### src/rtl/if_id_buffer.sv
// IF/ID pipeline register: registers fetched words into decode packets, applying stalls and flushes.
// Define IFID_IMM_FUSE_EN to fuse flagged opcode words with the immediate word that follows them.
module if_id_buffer #(
  parameter int WORD_W       = 16,
  parameter int PC_W         = 32,
  parameter int IMM_FLAG_BIT = 15
) (
  input  logic              clk,
  input  logic              rst,
  input  logic              in_valid,
  input  logic [WORD_W-1:0] in_word,
  input  logic [PC_W-1:0]   in_pc,
  input  logic              stall,
  input  logic              flush,
  output logic              fetch_hold,
  output logic              out_valid,
  output logic [WORD_W-1:0] out_instr,
  output logic [WORD_W-1:0] out_imm,
  output logic              out_has_imm,
  output logic [PC_W-1:0]   out_pc
);

  logic              out_valid_next;
  logic [WORD_W-1:0] out_instr_next;
  logic [WORD_W-1:0] out_imm_next;
  logic              out_has_imm_next;
  logic [PC_W-1:0]   out_pc_next;

  // A flush overrides a stall, so fetch must be released to load the new target.
  assign fetch_hold = stall & ~flush;

  always_ff @(posedge clk) begin
    if (rst) begin
      out_valid   <= 1'b0;
      out_instr   <= '0;
      out_imm     <= '0;
      out_has_imm <= 1'b0;
      out_pc      <= '0;
    end else begin
      out_valid   <= out_valid_next;
      out_instr   <= out_instr_next;
      out_imm     <= out_imm_next;
      out_has_imm <= out_has_imm_next;
      out_pc      <= out_pc_next;
    end
  end

`ifdef IFID_IMM_FUSE_EN
  typedef enum logic {
    EXPECT_OP = 1'b0,
    WAIT_IMM  = 1'b1
  } state_t;

  state_t            state;
  state_t            state_next;
  logic [WORD_W-1:0] pend_word;
  logic [WORD_W-1:0] pend_word_next;
  logic [PC_W-1:0]   pend_pc;
  logic [PC_W-1:0]   pend_pc_next;

  always_ff @(posedge clk) begin
    if (rst) begin
      state     <= EXPECT_OP;
      pend_word <= '0;
      pend_pc   <= '0;
    end else begin
      state     <= state_next;
      pend_word <= pend_word_next;
      pend_pc   <= pend_pc_next;
    end
  end

  always_comb begin
    state_next       = state;
    pend_word_next   = pend_word;
    pend_pc_next     = pend_pc;
    out_valid_next   = out_valid;
    out_instr_next   = out_instr;
    out_imm_next     = out_imm;
    out_has_imm_next = out_has_imm;
    out_pc_next      = out_pc;

    if (flush) begin
      // Drop any half-assembled instruction; out_pc keeps the last packet address.
      state_next       = EXPECT_OP;
      pend_word_next   = '0;
      pend_pc_next     = '0;
      out_valid_next   = 1'b0;
      out_instr_next   = '0;
      out_imm_next     = '0;
      out_has_imm_next = 1'b0;
    end else if (!stall) begin
      out_valid_next   = 1'b0;
      out_instr_next   = '0;
      out_imm_next     = '0;
      out_has_imm_next = 1'b0;
      case (state)
        EXPECT_OP: begin
          if (in_valid) begin
            if (in_word[IMM_FLAG_BIT]) begin
              pend_word_next = in_word;
              pend_pc_next   = in_pc;
              state_next     = WAIT_IMM;
            end else begin
              out_valid_next = 1'b1;
              out_instr_next = in_word;
              out_pc_next    = in_pc;
            end
          end
        end
        WAIT_IMM: begin
          // The immediate is taken verbatim, even if its flag bit happens to be set.
          if (in_valid) begin
            out_valid_next   = 1'b1;
            out_instr_next   = pend_word;
            out_imm_next     = in_word;
            out_has_imm_next = 1'b1;
            out_pc_next      = pend_pc;
            state_next       = EXPECT_OP;
          end
        end
        default: state_next = EXPECT_OP;
      endcase
    end
  end
`else
  always_comb begin
    out_valid_next   = out_valid;
    out_instr_next   = out_instr;
    out_imm_next     = '0;
    out_has_imm_next = 1'b0;
    out_pc_next      = out_pc;

    if (flush) begin
      out_valid_next = 1'b0;
      out_instr_next = '0;
    end else if (!stall) begin
      out_valid_next = in_valid;
      out_instr_next = in_valid ? in_word : '0;
      if (in_valid) begin
        out_pc_next = in_pc;
      end
    end
  end
`endif

endmodule

### config.mk
export PLATFORM = sky130hd
export DESIGN_NAME = if_id_buffer
export DESIGN_NICKNAME = d
export VERILOG_FILES = /design/src/rtl/if_id_buffer.sv
export SDC_FILE = /design/constraint.sdc
export NUM_CORES = 1
export LEC_CHECK = 0
export CAP_MARGIN = 20
export CORE_MARGIN = 2
export CORE_UTILIZATION = 35
export DETAILED_ROUTE_END_ITERATION = 8
export HOLD_SLACK_MARGIN = 0.15
export PLACE_DENSITY = 0.88
export SYNTH_ARGS = -nofsm -noshare
export SYNTH_HDL_FRONTEND = slang
export SYNTH_SLANG_ARGS = --single-unit
### constraint.sdc
create_clock -name clk -period 0.9 [get_ports clk]
set_input_delay 0.18 -clock clk [delete_from_list [all_inputs] [get_ports clk]]
set_output_delay 0.18 -clock clk [all_outputs]
set_load 0.005 [all_outputs]
==> summary.txt, run 1 <==
Global routing
  – Initial antenna violation count: 0
  – First-pass GRT wire length: 9150 um
  – Gr ovfl total: 0
  – Total track usage: 0.158
  – Largest net degree at the start of global routing: 49
  – Vias in the first global route: around 2,000

Drt
  – 1st-pass router iterations: 4
  – ANT nets after route: 0
  – Residual DRC count: 0
  – Vias/cell: 4.38
  – Vias: 1,945
  – Detailed Route WL: 5830 um
  – DRT iter0 DRCs: 27
  – Drt wl/cell: 13.1 um

STA
  – Max-slew violations: 0
  – Clk_skew: 0 ns
  – Final setup violating endpoints: 49
  – Final setup TNS: -0.883 ns
  – Hold Slack: 0.351 ns
  – RSZ-0062 raised after global routing: true
  – Post-route setup slack: -0.0318 ns
  – Final Critical Period: 0.932 ns
  – Max Freq: 1070 MHz
  – Final hold viol count: 0
  – Period Utilization, post-route: 1.04

Flow run
  – MaxCap Viol Count: 0

Synthesis
  – Count of mapped cells out of synthesis: about 230
  – Yosys cell types: 16
  – Yosys warns: 0
  – Register bit total from synthesis: 49
  – Post-Syn Area: 2280 sq um
  – Post-Syn Area per Cell: slightly below 10 sq um
  – Post-synthesis sequential area ratio: 0.431

CTS
  – Num CTS Buffers: 5
  – Buffer depth of the longest clock path: 2
  – CTS tree: done
  – Clock Sinks: 49
  – Clock Latency Late Sink: 0.29 ns
  – Clock tree root driver cell: clkbuf_8
  – Worst-path clk slew: 0.09 ns
  – H-Tree Depth: 2

Critical path
  – Cells on worst reg2reg path: 4
  – Setup slack, reg-to-reg: ~0.07 ns
  – Worst Setup End Kind: primary output
  – Reg2reg end: out_pc[3]
  – Worst r2r src: out_pc[3]
  – Worst path required time: between 0.7 and 0.8 ns
  – Critical-path top delay cell: dfxtp_2
  – CP delay by family, top: flip-flops
  – CP Buf/Inv Count: 1
  – CP Data Arrival Time: 0.75 ns
  – Crit path kind: flip-flop to primary output
  – Crit Path Max Fanout: 2
  – Critical-path cell list: buf_2
  – Slowest cell delay on critical path: 0.34 ns
  – Worst Setup Start Kind: flip-flop

Hold path
  – Hold endpoint: out_instr[5]
  – Hold_sp: in_valid
  – Hold Path Depth: 4
  – Min-Delay Path Class: primary input to flip-flop

Status
  – Status: finished with violations
  – Failing checks: negative setup slack

Place
  – Detailed Place HPWL: 3850 um
  – GPL Wtd Cong: 0.686
  – Port Buffer Count: slightly above 100

Pwr
  – Peak VDD IR: 0.903 mV
  – Flop pwr share: 0.485
  – Clock Power Share: 0.349
  – Sw Ratio: 0.223
  – Power per Cell Area: 1280 nW/um^2
  – Design Power: 4.71 mW
  – Logic pwr share: 0.166
  – Switch Pwr: 1.05 mW
  – Internal power: 3.66 mW
  – Leak: 1.56 nW

Floorplanning
  – Die W: 84.6 um
  – Die Area: 7160 sq um
  – Starting utilization of the core area: 0.360
  – Die span in y: 84.6 um
  – Num rows: 29
  – Core area: 6310 sq um
  – IO Count: 120

Final layout
  – Layout net count: between 400 and 500
  – Layout Area Growth over Synthesis: 61.7%
  – Share of layout cells above drive strength 1: 0.417
  – Number of diodes: 0
## logic make-up (layout without fill, tap and decap cells)
kind of cell / count (synthesis) / count (layout) / share of synthesized area
AOI/OAI and AO/OA: 16 / 16 / 0.0352
buffers and inverters: 35 / 152 / 0.117
DFF: 49 / 49 / 0.431
muxes: 33 / 33 / 0.145
other: 1 / 17 / 0.00165
and+or+nand+nor: 100 / 100 / 0.270
## flip-flops by register name (all words and copies together) (netlist names)
name	cells
out_instr	16
out_pc	32
out_valid	1
## final cells by class
| class | count | area (sq um) |
|---|---|---|
| fillers | 549 | 2630 |
| multi-input cells | 166 | 1100 |
| clock buffers | 6 | 82.6 |
| flip-flops and latches | 49 | 1040 |
| clock inverters | 2 | 37.5 |
| repair buffers | 144 | 1330 |
| well taps | 77 | 96.3 |
## power groups by stage
stage | sequential, mW | clock, mW | combinational [mW]
after floorplan | 2.32 | 0 | 0.353
after global placement | 2.32 | 0 | 0.730
after detailed placement | 2.32 | 0 | 0.745
after CTS | 2.28 | 1.69 | 0.764
after global routing | 2.29 | 1.80 | 0.843
final | 2.28 | 1.64 | 0.782
## stage by stage
step,setup slack (ns),utilization,area (sq um),instances
2_1_floorplan,-0.0613,-,2340,250
3_3_place_gp,-0.650,0.540,3410,420
3_5_place_dp,-0.715,0.540,3410,420
4_1_cts,-0.0460,0.567,3580,441
5_1_grt,-0.0753,0.583,3680,444
6_report,-0.0318,0.583,3680,444
## cells in the mapped netlist
cell type | n | share of area
buf_2 | 5 | 0.011
or2_1 | 1 | 0.0028
nor2b_1 | 1 | 0.0028
nor3b_4 | 1 | 0.0082
mux2i_1 | 33 | 0.15
nand2b_1 | 64 | 0.18
dfxtp_1 | 49 | 0.43
buf_4 | 17 | 0.056
nand2_1 | 16 | 0.026
nor2_1 | 1 | 0.0016
a21oi_1 | 16 | 0.035
conb_1 | 1 | 0.0016
nand3b_1 | 16 | 0.053
clkbuf_1 | 8 | 0.013
buf_12 | 3 | 0.026
buf_6 | 2 | 0.0099
## cell usage in the layout, fill, tap and decap left out
| master | Yosys | final |
|---|---|---|
| a21oi_1 | 16 | 15 |
| a21oi_2 | 0 | 1 |
| buf_12 | 3 | 2 |
| buf_16 | 0 | 3 |
| buf_2 | 5 | 27 |
| buf_4 | 17 | 34 |
| buf_6 | 2 | 25 |
| buf_8 | 0 | 1 |
| bufinv_16 | 0 | 1 |
| clkbuf_2 | 0 | 1 |
| clkbuf_8 | 0 | 6 |
| clkdlybuf4s50_1 | 0 | 48 |
| clkinvlp_4 | 0 | 1 |
| conb_1 | 1 | 17 |
| dfxtp_2 | 0 | 49 |
| dlygate4sd2_1 | 0 | 2 |
| dlymetal6s4s_1 | 0 | 1 |
| mux2i_1 | 33 | 32 |
| mux2i_2 | 0 | 1 |
| nand2_1 | 16 | 16 |
| nand2b_1 | 64 | 64 |
| nand3b_1 | 16 | 16 |
| nor2_1 | 1 | 1 |
| nor2b_1 | 1 | 1 |
| nor3b_4 | 1 | 1 |
| or2_1 | 1 | 1 |
## worst min-delay path: cells and delay by family
family,cells,cell delay (ns)
AOI/OAI and AO/OA,1,0.06
and+or+nand+nor,1,0.09
buffers and inverters,2,0.28
## per-layer routing
layer | track usage | vias up | wire, um
met5 | 0 | - | 0
met4 | 0.0390 | 0 | 33
met3 | 0.0433 | 5 | 402
met2 | 0.294 | 66 | 3080
met1 | 0.177 | 891 | 2320
li1 | - | 983 | -
## what timing repair did
action / CTS / global route
buffers inserted: 10 / 4
pin swaps: 1 / 2
setup endpoints to repair: 99 / 54
hold buffers: 1 / 0
endpoints found under the hold margin: 1 / 0
gates cloned: 3 / 0
resized for setup: 275 / 17
## worst max-delay path by stage
stage          slack [ns]  depth (start not counted)          start       endpoint
6_report            -0.03                          1     out_pc[22]     out_pc[22]
5_1_grt             -0.08                          1      out_pc[8]      out_pc[8]
4_1_cts             -0.05                          1  out_instr[13]  out_instr[13]
3_5_place_dp        -0.72                          5          stall     out_pc[12]
3_3_place_gp        -0.65                          5          stall     out_pc[17]
2_1_floorplan       -0.06                          5       in_valid     out_pc[10]
Note: power is estimated with default switching activity, not from simulation.
==> run 2: changes to the inputs <==
--- a/config.mk
+++ b/config.mk
@@ -8,9 +8,11 @@
 export CAP_MARGIN = 20
 export CORE_MARGIN = 2
 export CORE_UTILIZATION = 35
+export CTS_CLUSTER_SIZE = 20
 export DETAILED_ROUTE_END_ITERATION = 8
 export HOLD_SLACK_MARGIN = 0.15
 export PLACE_DENSITY = 0.88
+export SKIP_LAST_GASP = 1
 export SYNTH_ARGS = -nofsm -noshare
 export SYNTH_HDL_FRONTEND = slang
 export SYNTH_SLANG_ARGS = --single-unit
==> results of run 2 <==
Final layout, timing and power as in run 1 (identical DEF).
==> run 3: changes to the inputs <==
--- a/config.mk
+++ b/config.mk
@@ -6,7 +6,6 @@
 export NUM_CORES = 1
 export LEC_CHECK = 0
 export CAP_MARGIN = 20
-export CORE_MARGIN = 2
 export CORE_UTILIZATION = 35
 export CTS_CLUSTER_SIZE = 20
 export DETAILED_ROUTE_END_ITERATION = 8
==> summary.txt, run 3 (synthesized netlist as in run 1, its figures left out) <==
CTS
  – H-Tree Depth: 2
  – Worst-path clk slew: around 0.09 ns
  – CTS tree: done
  – Hold-fix buffers, CTS: 0
  – Clock Latency Late Sink: around 0.29 ns
  – Num CTS Buffers: 5
  – Clock tree root driver cell: clkbuf_8
  – Buffer depth of the longest clock path: 2
  – Clock Sinks: 49

Status
  – Status: finished with violations
  – Failing checks: negative setup slack

Final layout
  – Share of layout cells above drive strength 1: 0.407
  – Max reg flops: 32
  – Most flop-heavy register: out_pc
  – Post-layout instance area: 3700 sq um
  – Finished Layout Cells: 441
  – Layout net count: 416
  – Top Registers: out_pc: 32 flops, out_instr: 16 flops, out_valid: 1 flops
  – Number of diodes: 0
  – Fillers: 545
  – Most frequent cells in the layout: nand2b_1, dfxtp_2, clkdlybuf4s50_1
  – Commonest non-fill, non-tap cell in the layout: nand2b_1
  – Layout Area Growth over Synthesis: 62.5%

Critical path
  – Setup slack, reg-to-reg: approximately 0.11 ns
  – CP Launch Point: out_instr[15]
  – Worst Setup End Kind: primary output
  – Slowest cell delay on critical path: 0.36 ns
  – Worst r2r src: out_pc[12]
  – CP Buf/Inv Count: 1
  – CP delay by family, top: flip-flops
  – Crit Path Max Fanout: 2
  – Worst path required time: 0.72 ns
  – Critical-path top delay cell: dfxtp_2
  – Crit path kind: flip-flop to primary output
  – CP Data Arrival Time: 0.76 ns
  – Worst Setup Start Kind: flip-flop
  – Critical-path cell list: buf_6

Floorplanning
  – Starting utilization of the core area: 0.360
  – Core area: 6310 sq um
  – Die span in y: 82.6 um
  – Die Area: 6830 sq um
  – Num rows: 29
  – Die W: 82.6 um
  – IO Count: 120

Flow run
  – MaxCap Viol Count: 0

Pwr
  – Leak: 1.55 nW
  – Power per Cell Area: 1250 nW/um^2
  – Flop pwr share: 0.495
  – Peak VDD IR: 1.01 mV
  – Clock Power Share: 0.334
  – Sw Ratio: 0.220
  – Logic pwr share: 0.170
  – Switch Pwr: about 1 mW
  – Internal power: 3.60 mW

Place
  – Setup WS pre-CTS: -0.724 ns
  – Placed instance count: 418
  – Detailed Place HPWL: 3760 um
  – Area after DPL: approximately 3400 sq um
  – GPL Wtd Cong: 0.690
  – Port Buffer Count: 102

Drt
  – Drt wl/cell: 12.5 um
  – Residual DRC count: 0
  – Detailed Route WL: 5490 um
  – ANT nets after route: 0
  – Vias/cell: 4.35
  – DRT iter0 DRCs: 49
  – 1st-pass router iterations: 4
  – Vias: approximately 1,900

Global routing
  – Gr ovfl total: 0
  – Total track usage: 0.154
  – Largest net degree at the start of global routing: 49
  – First-pass GRT wire length: 8050 um
  – Initial antenna violation count: 0
  – Vias in the first global route: 1,799

STA
  – RSZ-0062 raised after global routing: true
  – Max Freq: 1070 MHz
  – Final setup violating endpoints: between 40 and 50
  – Post-route setup slack: -0.0369 ns
  – Clk_skew: 0 ns
  – Final Critical Period: about 0.94 ns
  – Period Utilization, post-route: 1.04
  – Max-slew violations: 0
  – Final hold viol count: 0

Hold path
  – Hold_sp: stall
  – Min-Delay Path Class: primary input to flip-flop
[run 3: area by class of cell]
cell class / count / area (sq um) / share of cell area
flip-flops and latches: 49 / 1040 / 0.282
clock inverters: 2 / 38.8 / 0.0105
well taps: 77 / 96.3 / 0.0260
multi-input cells: 166 / 1090 / 0.295
clock buffers: 6 / 72.6 / 0.0196
repair buffers: 141 / 1360 / 0.367
[run 3: path summary, 6_finish.rpt]
kind,endpoint,cells past startpoint
max,out_instr[15],1
min,out_instr[10],4
max reg2reg,out_pc[12],4
min reg2reg,out_instr[8],2
[run 3: per-stage QoR]
step | power (mW) | TNS (ns) | hold slack [ns] | util
floorplan | 2.67 | -1.84 | 0.335 | -
global placement | 3.05 | -33.19 | 0.436 | 0.539
detailed placement | 3.07 | -35.39 | 0.447 | 0.539
CTS | 4.63 | -1.51 | 0.255 | 0.554
global route | 4.82 | -2.18 | 0.280 | 0.586
finish | 4.61 | -0.656 | 0.276 | 0.586
[run 3: metal layers]
layer,up-vias,GRT usage,share of wire
met5,-,0,0
met2,65,0.269,0.52
met4,0,0.0466,0.0076
li1,975,-,-
met1,876,0.179,0.40
met3,4,0.0495,0.072
[run 3: worst reg2reg max path, stage by stage, from the launching register on]
cell and delay (ns):
dfxtp_2 0.33, buf_4 0.13, buf_4 0.12, nand2b_1 0.05, mux2i_1 0.06
[run 3: what timing repair did]
action                                  CTS  global route
gates cloned                              2             0
gates resized for setup                 272            29
pin swaps                                 1             1
buffers inserted                          8             7
endpoints found under the setup margin   99            71
[run 3: power by group through the flow]
stage | Sequential (mW) | Combinational (mW) | Clock (mW)
6_report | 2.29 | 0.785 | 1.54
5_1_grt | 2.29 | 0.854 | 1.67
4_1_cts | 2.28 | 0.744 | 1.61
3_5_place_dp | 2.32 | 0.751 | 0
3_3_place_gp | 2.32 | 0.736 | 0
2_1_floorplan | 2.32 | 0.353 | 0
